--- src/rtl/sr_cmd_driver_pkg.sv ---
// Shared types and encodings for the SR command driver.
// Provides the driver FSM state type and the S/R pair encodings.
package sr_pkg;

    typedef enum logic [1:0] {
        IDLE  = 2'd0,
        PULSE = 2'd1,
        HOLD  = 2'd2,
        CHECK = 2'd3
    } sr_state_t;

    // {S, R} encodings
    localparam logic [1:0] SR_HOLD    = 2'b00;
    localparam logic [1:0] SR_SET     = 2'b10;
    localparam logic [1:0] SR_CLR     = 2'b01;
    localparam logic [1:0] SR_INVALID = 2'b11;

    // Legal pulse encoding that drives Q towards the given level.
    function automatic logic [1:0] sr_encode(input logic level);
        return level ? SR_SET : SR_CLR;
    endfunction

endpackage

--- src/rtl/sr_cmd_driver_hold_counter.sv ---
// sr_hold_counter: loadable down-counter with a zero flag.
// Saturates at zero so an unattended decrement never wraps.
module sr_hold_counter #(
    parameter int CNT_W = 8
) (
    input  logic             clk,
    input  logic             reset_n,
    input  logic             i_load,
    input  logic             i_dec,
    input  logic [CNT_W-1:0] i_load_val,
    output logic             o_zero
);

    logic [CNT_W-1:0] r_count;

    // Load has priority over decrement; synchronous active-low clear.
    always_ff @(posedge clk) begin
        if (!reset_n) begin
            r_count <= '0;
        end else if (i_load) begin
            r_count <= i_load_val;
        end else if (i_dec && (r_count != '0)) begin
            r_count <= r_count - CNT_W'(1);
        end
    end

    assign o_zero = (r_count == '0);

endmodule

--- src/rtl/sr_cmd_driver.sv ---
// sr_cmd_driver: turns a valid/ready stream of {level, hold} commands into
// legal S/R pulses for an SR register, tracking a shadow of the expected Q.
// Optional feedback check of Q is enabled by defining SR_CMD_DRIVER_FBCHK_EN.
module sr_cmd_driver
    import sr_pkg::*;
#(
    parameter int CNT_W     = 8,
    parameter int PULSE_CYC = 1
) (
    input  logic             clk,
    input  logic             reset_n,
    input  logic             in_valid,
    output logic             in_ready,
    input  logic             in_level,
    input  logic [CNT_W-1:0] in_dur,
    output logic             S,
    output logic             R,
    input  logic             q_fb,
    output logic             busy,
    output logic             done,
    output logic             mismatch,
    input  logic             mismatch_clr
);

    // Counter holds (remaining cycles - 1), so zero flags the last cycle of a phase.
    localparam logic [CNT_W-1:0] PULSE_LOAD = CNT_W'(PULSE_CYC - 1);

    sr_state_t        r_state;
    sr_state_t        w_next_state;
    logic [1:0]       r_sr;
    logic [1:0]       w_next_sr;
    logic             r_done;
    logic             r_busy;
    logic             r_shadow;
    logic             r_level;
    logic [CNT_W-1:0] r_dur;
    logic             w_hs;
    logic             w_cnt_load;
    logic             w_cnt_dec;
    logic [CNT_W-1:0] w_cnt_val;
    logic             w_cnt_zero;

    assign in_ready = (r_state == IDLE) && reset_n;
    assign w_hs     = in_valid && in_ready;

    sr_hold_counter #(
        .CNT_W(CNT_W)
    ) u_cnt (
        .clk        (clk),
        .reset_n    (reset_n),
        .i_load     (w_cnt_load),
        .i_dec      (w_cnt_dec),
        .i_load_val (w_cnt_val),
        .o_zero     (w_cnt_zero)
    );

    // Next-state, next S/R pair and counter control.
    always_comb begin
        w_next_state = r_state;
        w_next_sr    = SR_HOLD;
        w_cnt_load   = 1'b0;
        w_cnt_dec    = 1'b0;
        w_cnt_val    = '0;
        unique case (r_state)
            IDLE: begin
                if (w_hs) begin
                    if (in_level != r_shadow) begin
                        w_next_state = PULSE;
                        w_next_sr    = sr_encode(in_level);
                        w_cnt_load   = 1'b1;
                        w_cnt_val    = PULSE_LOAD;
                    end else if (in_dur == '0) begin
                        w_next_state = CHECK;
                    end else begin
                        w_next_state = HOLD;
                        w_cnt_load   = 1'b1;
                        w_cnt_val    = in_dur - CNT_W'(1);
                    end
                end
            end
            PULSE: begin
                if (!w_cnt_zero) begin
                    w_next_sr = sr_encode(r_level);
                    w_cnt_dec = 1'b1;
                end else if (r_dur == '0) begin
                    w_next_state = CHECK;
                end else begin
                    w_next_state = HOLD;
                    w_cnt_load   = 1'b1;
                    w_cnt_val    = r_dur - CNT_W'(1);
                end
            end
            HOLD: begin
                if (w_cnt_zero) begin
                    w_next_state = CHECK;
                end else begin
                    w_cnt_dec = 1'b1;
                end
            end
            CHECK: begin
                w_next_state = IDLE;
            end
            default: begin
                w_next_state = IDLE;
            end
        endcase
    end

    // State, registered outputs and the latched command.
    always_ff @(posedge clk) begin
        if (!reset_n) begin
            r_state  <= IDLE;
            r_sr     <= SR_HOLD;
            r_done   <= 1'b0;
            r_busy   <= 1'b0;
            r_shadow <= 1'b0;
            r_level  <= 1'b0;
            r_dur    <= '0;
        end else begin
            r_state <= w_next_state;
            r_sr    <= w_next_sr;
            r_done  <= (w_next_state == CHECK);
            r_busy  <= (w_next_state != IDLE);
            if (w_hs) begin
                r_level <= in_level;
                r_dur   <= in_dur;
                if (in_level != r_shadow) begin
                    r_shadow <= in_level;
                end
            end
        end
    end

    assign S    = r_sr[1];
    assign R    = r_sr[0];
    assign busy = r_busy;
    assign done = r_done;

`ifdef SR_CMD_DRIVER_FBCHK_EN
    logic r_mismatch;
    logic w_mm_set;

    assign w_mm_set = (r_state == CHECK) && (q_fb != r_shadow);

    // Sticky feedback error; a new error wins over a simultaneous clear.
    always_ff @(posedge clk) begin
        if (!reset_n) begin
            r_mismatch <= 1'b0;
        end else if (w_mm_set) begin
            r_mismatch <= 1'b1;
        end else if (mismatch_clr) begin
            r_mismatch <= 1'b0;
        end
    end

    assign mismatch = r_mismatch;
`else
    logic w_unused_fb;

    assign w_unused_fb = q_fb ^ mismatch_clr;
    assign mismatch    = 1'b0;
`endif

endmodule

--- config.mk ---
export PLATFORM = sky130hd
export DESIGN_NAME = sr_cmd_driver
export DESIGN_NICKNAME = d
export VERILOG_FILES = /design/src/rtl/sr_cmd_driver_pkg.sv /design/src/rtl/sr_cmd_driver_hold_counter.sv /design/src/rtl/sr_cmd_driver.sv
export SDC_FILE = /design/constraint.sdc
export NUM_CORES = 1
export LEC_CHECK = 0
export ABC_AREA = 1
export CORE_MARGIN = 3
export CORE_UTILIZATION = 55
export CTS_CLUSTER_SIZE = 40
export DETAILED_ROUTE_END_ITERATION = 7
export PLACE_DENSITY = 0.76
export RECOVER_POWER = 50
export SYNTH_ARGS = -nofsm -noshare
export SYNTH_HDL_FRONTEND = slang
export SYNTH_SLANG_ARGS = --single-unit
--- constraint.sdc ---
create_clock -name clk -period 2.9 [get_ports clk]
set_input_delay 0.435 -clock clk [delete_from_list [all_inputs] [get_ports clk]]
set_output_delay 0.435 -clock clk [all_outputs]
set_load 0.05 [all_outputs]
==> results of run 1 <==
-- power groups by stage --
stage               Sequential [mW]  Combinational, mW  Clock (mW)
floorplan                     0.497              0.697           0
finish                        0.474              0.798       0.249
CTS                           0.474              0.860       0.253
global route                  0.486              0.902       0.269
detailed placement            0.481              0.855           0
global placement              0.481              0.842           0
-- path summary, 6_finish.rpt --
kind	slack, ps	startpoint	cells after the start	end
worst max-delay path	770	r_state[0]	11	busy
worst min-delay path	500	r_dur[6]	2	r_dur[6]
worst max register to register	770	r_state[0]	11	busy
worst min register to register	500	r_dur[6]	2	r_dur[6]
-- cell families (layout without fill, tap and decap cells) --
kind of cell	count (synthesis)	count (layout)	synth area share (%)
compound gates	38	38	12.6
simple gates	114	114	32.3
other cells	1	1	0.232
fa+ha+maj	9	9	6.97
buf+inv	42	59	10.6
flops	24	24	29.7
xor+xnor	14	14	7.59
-- flip-flops by register name, summed over array words and instances, names as in the netlist --
name,flops
r_state,2
busy,1
r_shadow,1
r_sr,2
u_cnt.r_count,8
r_dur,8
r_level,1
done,1
-- layer usage --
metal  vias up  GRT usage (%)  routed length [um]
met5         -              0                   0
li1        798              -                   -
met4         0           5.70                  37
met2        23           35.8                1680
met3         5           3.67                 108
met1       673           26.8                1580
-- placed cells by master (no fill, tap or decap), types with 7 or more instances in the layout --
master,netlist,layout
clkdlybuf4s50_1,0,14
a21oi_1,7,7
dfxtp_1,24,24
xor2_1,11,11
o21ai_0,23,23
nor2_1,41,42
nand3_1,21,21
ha_1,9,9
nand2_1,40,40
inv_1,33,34
-- critical path: cells and delay by family (launching register included) --
kind	cells	cell delay [ps]
compound gates	3	370
flops	1	380
simple gates	4	390
fa+ha+maj	1	210
buf+inv	3	670
-- layout make-up --
type                       count  area share [%]
clock inverter                 1            1.65
sequential                    24            26.3
tap                           31            2.13
timing repair buffer          18            9.05
clock buffer                   3            1.23
inverter                      37            7.61
multi-input combinational    176            52.0
==> flow_summary.json, run 1 <==
{
  "path_common_cell": "nand2_1",
  "synth-seq-area-share_pct": 29.7,
  "first_global_vias": 1308,
  "hpwlAfterDp_um": 2660,
  "num_rows": 19,
  "ctsHoldBuffers": 0,
  "startpoint_type": "flip-flop",
  "critPathMaxFanout": 18,
  "dpl_cell_area_sq_um": 1800,
  "track_usage_pct": 21.0,
  "ir_drop_v": 0.000602,
  "finalPower_mw": 1.52,
  "dieHeight_um": 60.2,
  "worst_slew_pin_slew_ps": 684,
  "rsz0062_at_grt": "false",
  "relSlewSlack_pct": 54.4,
  "synth.ff_latch_count": 24,
  "vias": 1499,
  "hold_viol": 0,
  "ys.flop_type": "dfxtp_1",
  "synth.area.top_cells": "dfxtp_1 30%, nor2_1 9.5%, nand2_1 9.3%",
  "drt_iter0_drc": 64,
  "yosysWarnings": 0,
  "status": "completed",
  "fillers": 277,
  "cts_setup_buffers": 0,
  "clkPwrFrac_pct": 16.4,
  "synth_area_leader_cell": "dfxtp_1",
  "path_clk_slew_ps": 140,
  "grt-ovfl-total": 0,
  "cts.sinks": 24,
  "synth_nets": 265,
  "hold_slack_ps": 503,
  "synth_edf_count": 0,
  "drv_slew": 0,
  "cp_cell_sequence": "inv_1, ha_1, nand2_1, inv_1, nand2_1, clkbuf_1, o21ai_0, nand2_1, o21ai_0, nand2_1, o21ai_0",
  "num_io_pins": 20,
  "start_util_pct": 58.1,
  "fin_crit_ps": 2130,
  "seqCellArea_sq_um": 480,
  "drc": 0,
  "clock.fmax_mhz": 469,
  "worstHoldPathType": "flip-flop to flip-flop",
  "fin_util_pct": 65.6,
  "core-area_sq_um": 2780,
  "fin_setup_tns_ps": 0,
  "p_sw_uw": 659,
  "multiInputGateArea_sq_um": 948,
  "die_w_um": 60.2,
  "dr.pass1.iters": 4,
  "drive_above_1_share_pct": 5.41,
  "insertion_delay_ps": 330,
  "wirelength_um": 3400,
  "fp.dieArea_sq_um": 3630,
  "finalClockSkew_ps": 6.32,
  "grt_pass1_wl_um": 5690,
  "synth.distinct_cells": 31,
  "syn_area_per_cell_sq_um": 6.68,
  "antenna_left": 0,
  "avgRoutedWirePerCell_um": 11.7,
  "critPathArrivalTime_ps": 2360,
  "cap_violations": 0,
  "synth_area_sq_um": 1620,
  "power.leakage_nw": 0.850,
  "yosysMostFrequentCell": "nor2_1",
  "portBuffers": 16,
  "final_nets": 283,
  "max-clock-path-buffers": 2,
  "crit_required_ps": 3130,
  "power_density_nw_per_um2": 834,
  "fin_ws_ps": 768,
  "cts_buffers": 3,
  "place_ws_ps": 654,
  "diodes": 0,
  "postSynth.asyncResetShare_pct": 0,
  "dp_cells": 286,
  "clockRootBuffer": "clkbuf_4",
  "cts_tree": "yes",
  "post_cts_resized": 0,
  "swShare_pct": 43.3,
  "slowest_delay_ps": 550,
  "pwr-share-comb_pct": 52.5,
  "cpMaxStageDelayCell": "clkbuf_1",
  "syn_inst": 242,
  "final_cell_area_sq_um": 1820,
  "antenna_found_initial": 0,
  "synth.top_cell.area_share_pct": 29.7,
  "timing.final.crit_share_pct": 73.5,
  "worst_setup_path_end_kind": "flip-flop",
  "area_growth_pct": 12.8,
  "instances_no_fill": 290,
  "p_int_uw": 862,
  "grt_max_degree": 19,
  "via_per_inst": 5.17,
  "worstSetupPathType": "flip-flop to flip-flop",
  "gp_congestion": 0.806,
  "seqPwrFrac_pct": 31.2,
  "netlist_top_cells_count": "41 x nor2_1, 40 x nand2_1, 33 x inv_1",
  "htree_levels": 1,
  "setup_viol": 0
}
Power figures use the tool's default switching activity.
==> run 2, diff against run 1 <==
==> constraint.sdc (replaced) <==
create_clock -name clk -period 2.1 [get_ports clk]
set_input_delay 0.315 -clock clk [delete_from_list [all_inputs] [get_ports clk]]
set_output_delay 0.315 -clock clk [all_outputs]
set_load 0.05 [all_outputs]
==> flow_summary.json, run 2 (synthesized netlist as in run 1, its figures left out) <==
{
  "die_w_um": 60.2,
  "worst_slew_pin_slew_ps": 587,
  "start_util_pct": 58.1,
  "cts_setup_buffers": 0,
  "fin_setup_tns_ps": 0,
  "relSlewSlack_pct": 61.0,
  "track_usage_pct": 20.3,
  "clkPwrFrac_pct": 11.9,
  "portBuffers": 16,
  "min_from": "r_dur[6]",
  "antenna_left": 0,
  "critPathArrivalTime_ps": 1500,
  "place_ws_ps": 39.5,
  "final_common_cell": "nor2_1",
  "dp_cells": 291,
  "clockRootBuffer": "clkbuf_4",
  "cts_tree": "yes",
  "finalClockSkew_ps": 3.55,
  "fp.dieArea_sq_um": 3630,
  "final_nets": 288,
  "post_cts_resized": 0,
  "grt-ovfl-total": 0,
  "rrSetupSlack_ps": 330,
  "rr_endpoint": "u_cnt.r_count[2]",
  "path_clk_slew_ps": 140,
  "status": "completed",
  "setup_viol": 0,
  "ctsHoldBuffers": 0,
  "finalPower_mw": 2.08,
  "rsz0062_at_grt": "false",
  "seqPwrFrac_pct": 31.5,
  "fin_util_pct": 67.1,
  "cap_violations": 0,
  "instances_no_fill": 295,
  "power_density_nw_per_um2": 1120,
  "drc": 0,
  "dpl_cell_area_sq_um": 1850,
  "dieHeight_um": 60.2,
  "cts.sinks": 24,
  "hold_slack_ps": 510,
  "timing.final.crit_share_pct": 86.5,
  "vias": 1483,
  "hpwlAfterDp_um": 2670,
  "clock.fmax_mhz": 551,
  "power.leakage_nw": 0.881,
  "antenna_found_initial": 0,
  "max-clock-path-buffers": 2,
  "final_cell_mix": "41 x nor2_1, 40 x nand2_1, 34 x inv_1",
  "fin_ws_ps": 284,
  "gp_congestion": 0.798,
  "crit_required_ps": 1780,
  "ir_drop_v": 0.000936,
  "htree_levels": 1,
  "cts_buffers": 3,
  "pwr-share-comb_pct": 56.6,
  "worst-r2r-cell-count": 11,
  "p_sw_uw": 945,
  "worstHoldPathCells": 2,
  "num_io_pins": 20,
  "grt_pass1_wl_um": 5640,
  "area_growth_pct": 15.4,
  "core-area_sq_um": 2780,
  "worstHoldPathType": "flip-flop to flip-flop",
  "dr.pass1.iters": 4,
  "final_cell_area_sq_um": 1870,
  "avgRoutedWirePerCell_um": 11.2,
  "wirelength_um": 3300,
  "insertion_delay_ps": 310,
  "hold_viol": 0,
  "via_per_inst": 5.03,
  "fin_crit_ps": 1820,
  "drive_above_1_share_pct": 8.33,
  "fillers": 279,
  "drv_slew": 0,
  "p_int_mw": 1.14,
  "top_regs": "r_dur (8), u_cnt.r_count (8)",
  "swShare_pct": 45.3,
  "grt_max_degree": 20,
  "drt_iter0_drc": 75,
  "num_rows": 19,
  "worst_setup_path_end_kind": "output port",
  "diodes": 0,
  "critPathMaxFanout": 3,
  "worstSetupPathType": "flip-flop to output port",
  "holdPathEnd": "r_dur[6]",
  "first_global_vias": 1328,
  "r2r-start": "u_cnt.r_count[0]",
  "startpoint_type": "flip-flop"
}
run 2: worst max-delay path by stage:
stage	startpoint	end	cells past startpoint	slack [ps]
detailed placement	in_dur[0]	u_cnt.r_count[7]	11	40
global placement	in_dur[0]	u_cnt.r_count[7]	11	100
finish	r_state[0]	in_ready	5	280
floorplan	r_state[0]	u_cnt.r_count[6]	12	470
global route	in_level	busy	8	130
CTS	r_sr[0]	R	1	330
run 2: metal layers:
layer / part of all wire, % / vias to the layer above / GRT usage [%]
met3: 1.8 / 2 / 2.59
li1: - / 810 / -
met2: 49 / 12 / 34.9
met5: 0 / - / 0
met1: 49 / 659 / 27.0
met4: 0.61 / 0 / 4.11
run 2: worst max-delay path, stage by stage (launching register included):
cell,delay [ps]
dfxtp_1,350
inv_1,90
ha_1,170
nand2_1,50
inv_1,60
clkbuf_1,460
run 2: cell type report:
cell class	instances	area [sq um]	area share [%]
timing repair buffer	23	206	11.1
multi-input combinational	176	965	51.7
sequential	24	480	25.8
clock buffer	4	36.3	1.95
inverter	37	139	7.44
tap	31	38.8	2.08
run 2: power groups by stage:
stage	logic [mW]	clock network, mW	registers [mW]
after global placement	1.18	0	0.665
after CTS	1.21	0.257	0.656
after global routing	1.34	0.274	0.671
after floorplan	0.962	0	0.687
after detailed placement	1.20	0	0.667
final	1.18	0.248	0.655
==> run 3, diff against run 2 <==
--- a/config.mk
+++ b/config.mk
@@ -7,10 +7,10 @@
 export LEC_CHECK = 0
 export ABC_AREA = 1
 export CORE_MARGIN = 3
-export CORE_UTILIZATION = 55
+export CORE_UTILIZATION = 50
 export CTS_CLUSTER_SIZE = 40
 export DETAILED_ROUTE_END_ITERATION = 7
-export PLACE_DENSITY = 0.76
+export PLACE_DENSITY = 0.7
 export RECOVER_POWER = 50
 export SYNTH_ARGS = -nofsm -noshare
 export SYNTH_HDL_FRONTEND = slang
==> flow_summary.json, run 3 (synthesized netlist as in run 1, its figures left out) <==
{
  "drt_iter0_drc": 83,
  "clock.fmax_mhz": 546,
  "clockRootBuffer": "clkbuf_4",
  "track_usage_pct": 18.3,
  "critPathArrivalTime_ps": 1520,
  "relSlewSlack_pct": 66.4,
  "fin_crit_ps": 1830,
  "grt_pass1_wl_um": 5820,
  "gp_congestion": 0.831,
  "setup_viol": 0,
  "critPathMaxFanout": 1,
  "via_per_inst": 4.78,
  "crit_required_ps": 1780,
  "status": "completed",
  "insertion_delay_ps": 330,
  "cpMaxStageDelayCell": "dlygate4sd3_1",
  "fin_ws_ps": 270,
  "r2r-start": "u_cnt.r_count[0]",
  "diodes": 0,
  "post_cts_resized": 0,
  "num_rows": 20,
  "worstHoldPathCells": 2,
  "cap_violations": 0,
  "finalPower_mw": 2.20,
  "worst_setup_path_end_kind": "output port",
  "slowest_delay_ps": 860,
  "dr.pass1.iters": 4,
  "gr-usage-met1_pct": 26.8,
  "fin_setup_tns_ps": 0,
  "holdPathEnd": "r_dur[6]",
  "worstSetupPathType": "flip-flop to output port",
  "grt_max_degree": 16,
  "power_density_nw_per_um2": 1160,
  "dieHeight_um": 62.9,
  "cts.sinks": 24,
  "grtUsageMet3_pct": 3.42,
  "core-area_sq_um": 3080,
  "grt-ovfl-total": 0,
  "crit_buf_inv": 1,
  "rsz0062_at_grt": "false",
  "path_delay_family": "buffers and inverters",
  "drive_above_1_share_pct": 7.22,
  "place_ws_ps": 67.7,
  "cts_buffers": 3,
  "min_from": "r_dur[6]",
  "portBuffers": 16,
  "power.leakage_nw": 0.893,
  "grtUsageMet2_pct": 26.6,
  "finalClockSkew_ps": 15.9,
  "antenna_found_initial": 0,
  "startpoint_type": "flip-flop",
  "wirelength_um": 3540,
  "max-clock-path-buffers": 2,
  "top_regs": "r_dur (8), u_cnt.r_count (8)",
  "die_w_um": 62.9,
  "num_io_pins": 20,
  "worst-r2r-cell-count": 9,
  "hold_slack_ps": 520,
  "area_growth_pct": 17.0,
  "ctsHoldBuffers": 0,
  "cp_cell_sequence": "dlygate4sd3_1",
  "htree_levels": 1,
  "worst_slew_pin_slew_ps": 503,
  "first_global_vias": 1267,
  "final_nets": 287,
  "avgRoutedWirePerCell_um": 11.5,
  "antenna_left": 0,
  "timing.final.crit_share_pct": 87.2,
  "cts_setup_buffers": 0,
  "ir_drop_v": 0.000574,
  "final_cell_area_sq_um": 1890,
  "cts_tree": "yes",
  "drv_slew": 0,
  "fp.dieArea_sq_um": 3950,
  "drc": 0,
  "final_cell_mix": "41 x nor2_1, 40 x nand2_1, 34 x inv_1",
  "start_util_pct": 52.5,
  "dpl_cell_area_sq_um": 1850,
  "final_common_cell": "nor2_1",
  "worstHoldPathType": "flip-flop to flip-flop",
  "busiest_layer": "met1",
  "rr_endpoint": "u_cnt.r_count[6]",
  "hpwlAfterDp_um": 2780,
  "path_clk_slew_ps": 150,
  "vias": 1468,
  "rrSetupSlack_ps": 310,
  "hold_viol": 0
}
run 3: how the worst max path moves through the flow:
stage,start,end,cells after the start
floorplan,r_state[0],u_cnt.r_count[6],12
global placement,in_dur[0],u_cnt.r_count[2],12
detailed placement,in_dur[0],u_cnt.r_count[6],10
CTS,u_cnt.r_count[0],u_cnt.r_count[6],9
global route,r_state[1],r_dur[0],9
finish,done,done,1
run 3: layer usage:
metal  vias to the layer above  wire [um]  part of all wire (%)
met3                         4        159                   4.5
li1                        805          -                     -
met1                       629       1830                    52
met5                         -          0                     0
met2                        30       1520                    43
met4                         0         27                  0.76
run 3: final cells by class:
cell class	count	area, sq um
well taps	44	55.1
inverters	37	139
clock buffers	3	22.5
fillers	293	1190
clock inverters	1	30.0
multi-input cells	176	965
repair buffers	22	200
flip-flops and latches	24	480
run 3: where the power goes:
group          leakage [nW]  switching (mW)  internal, mW  total, mW
clock network        0.0279           0.150         0.193      0.343
registers             0.198          0.0917         0.567      0.659
logic                 0.668           0.727         0.468       1.20
total                 0.893           0.969          1.23       2.20
run 3: through the flow:
step / instances / utilization [%]
after floorplan: 242 / -
after detailed placement: 303 / 60.2
after global placement: 303 / 60.2
after global routing: 307 / 61.5
final: 307 / 61.5
after CTS: 307 / 62.0
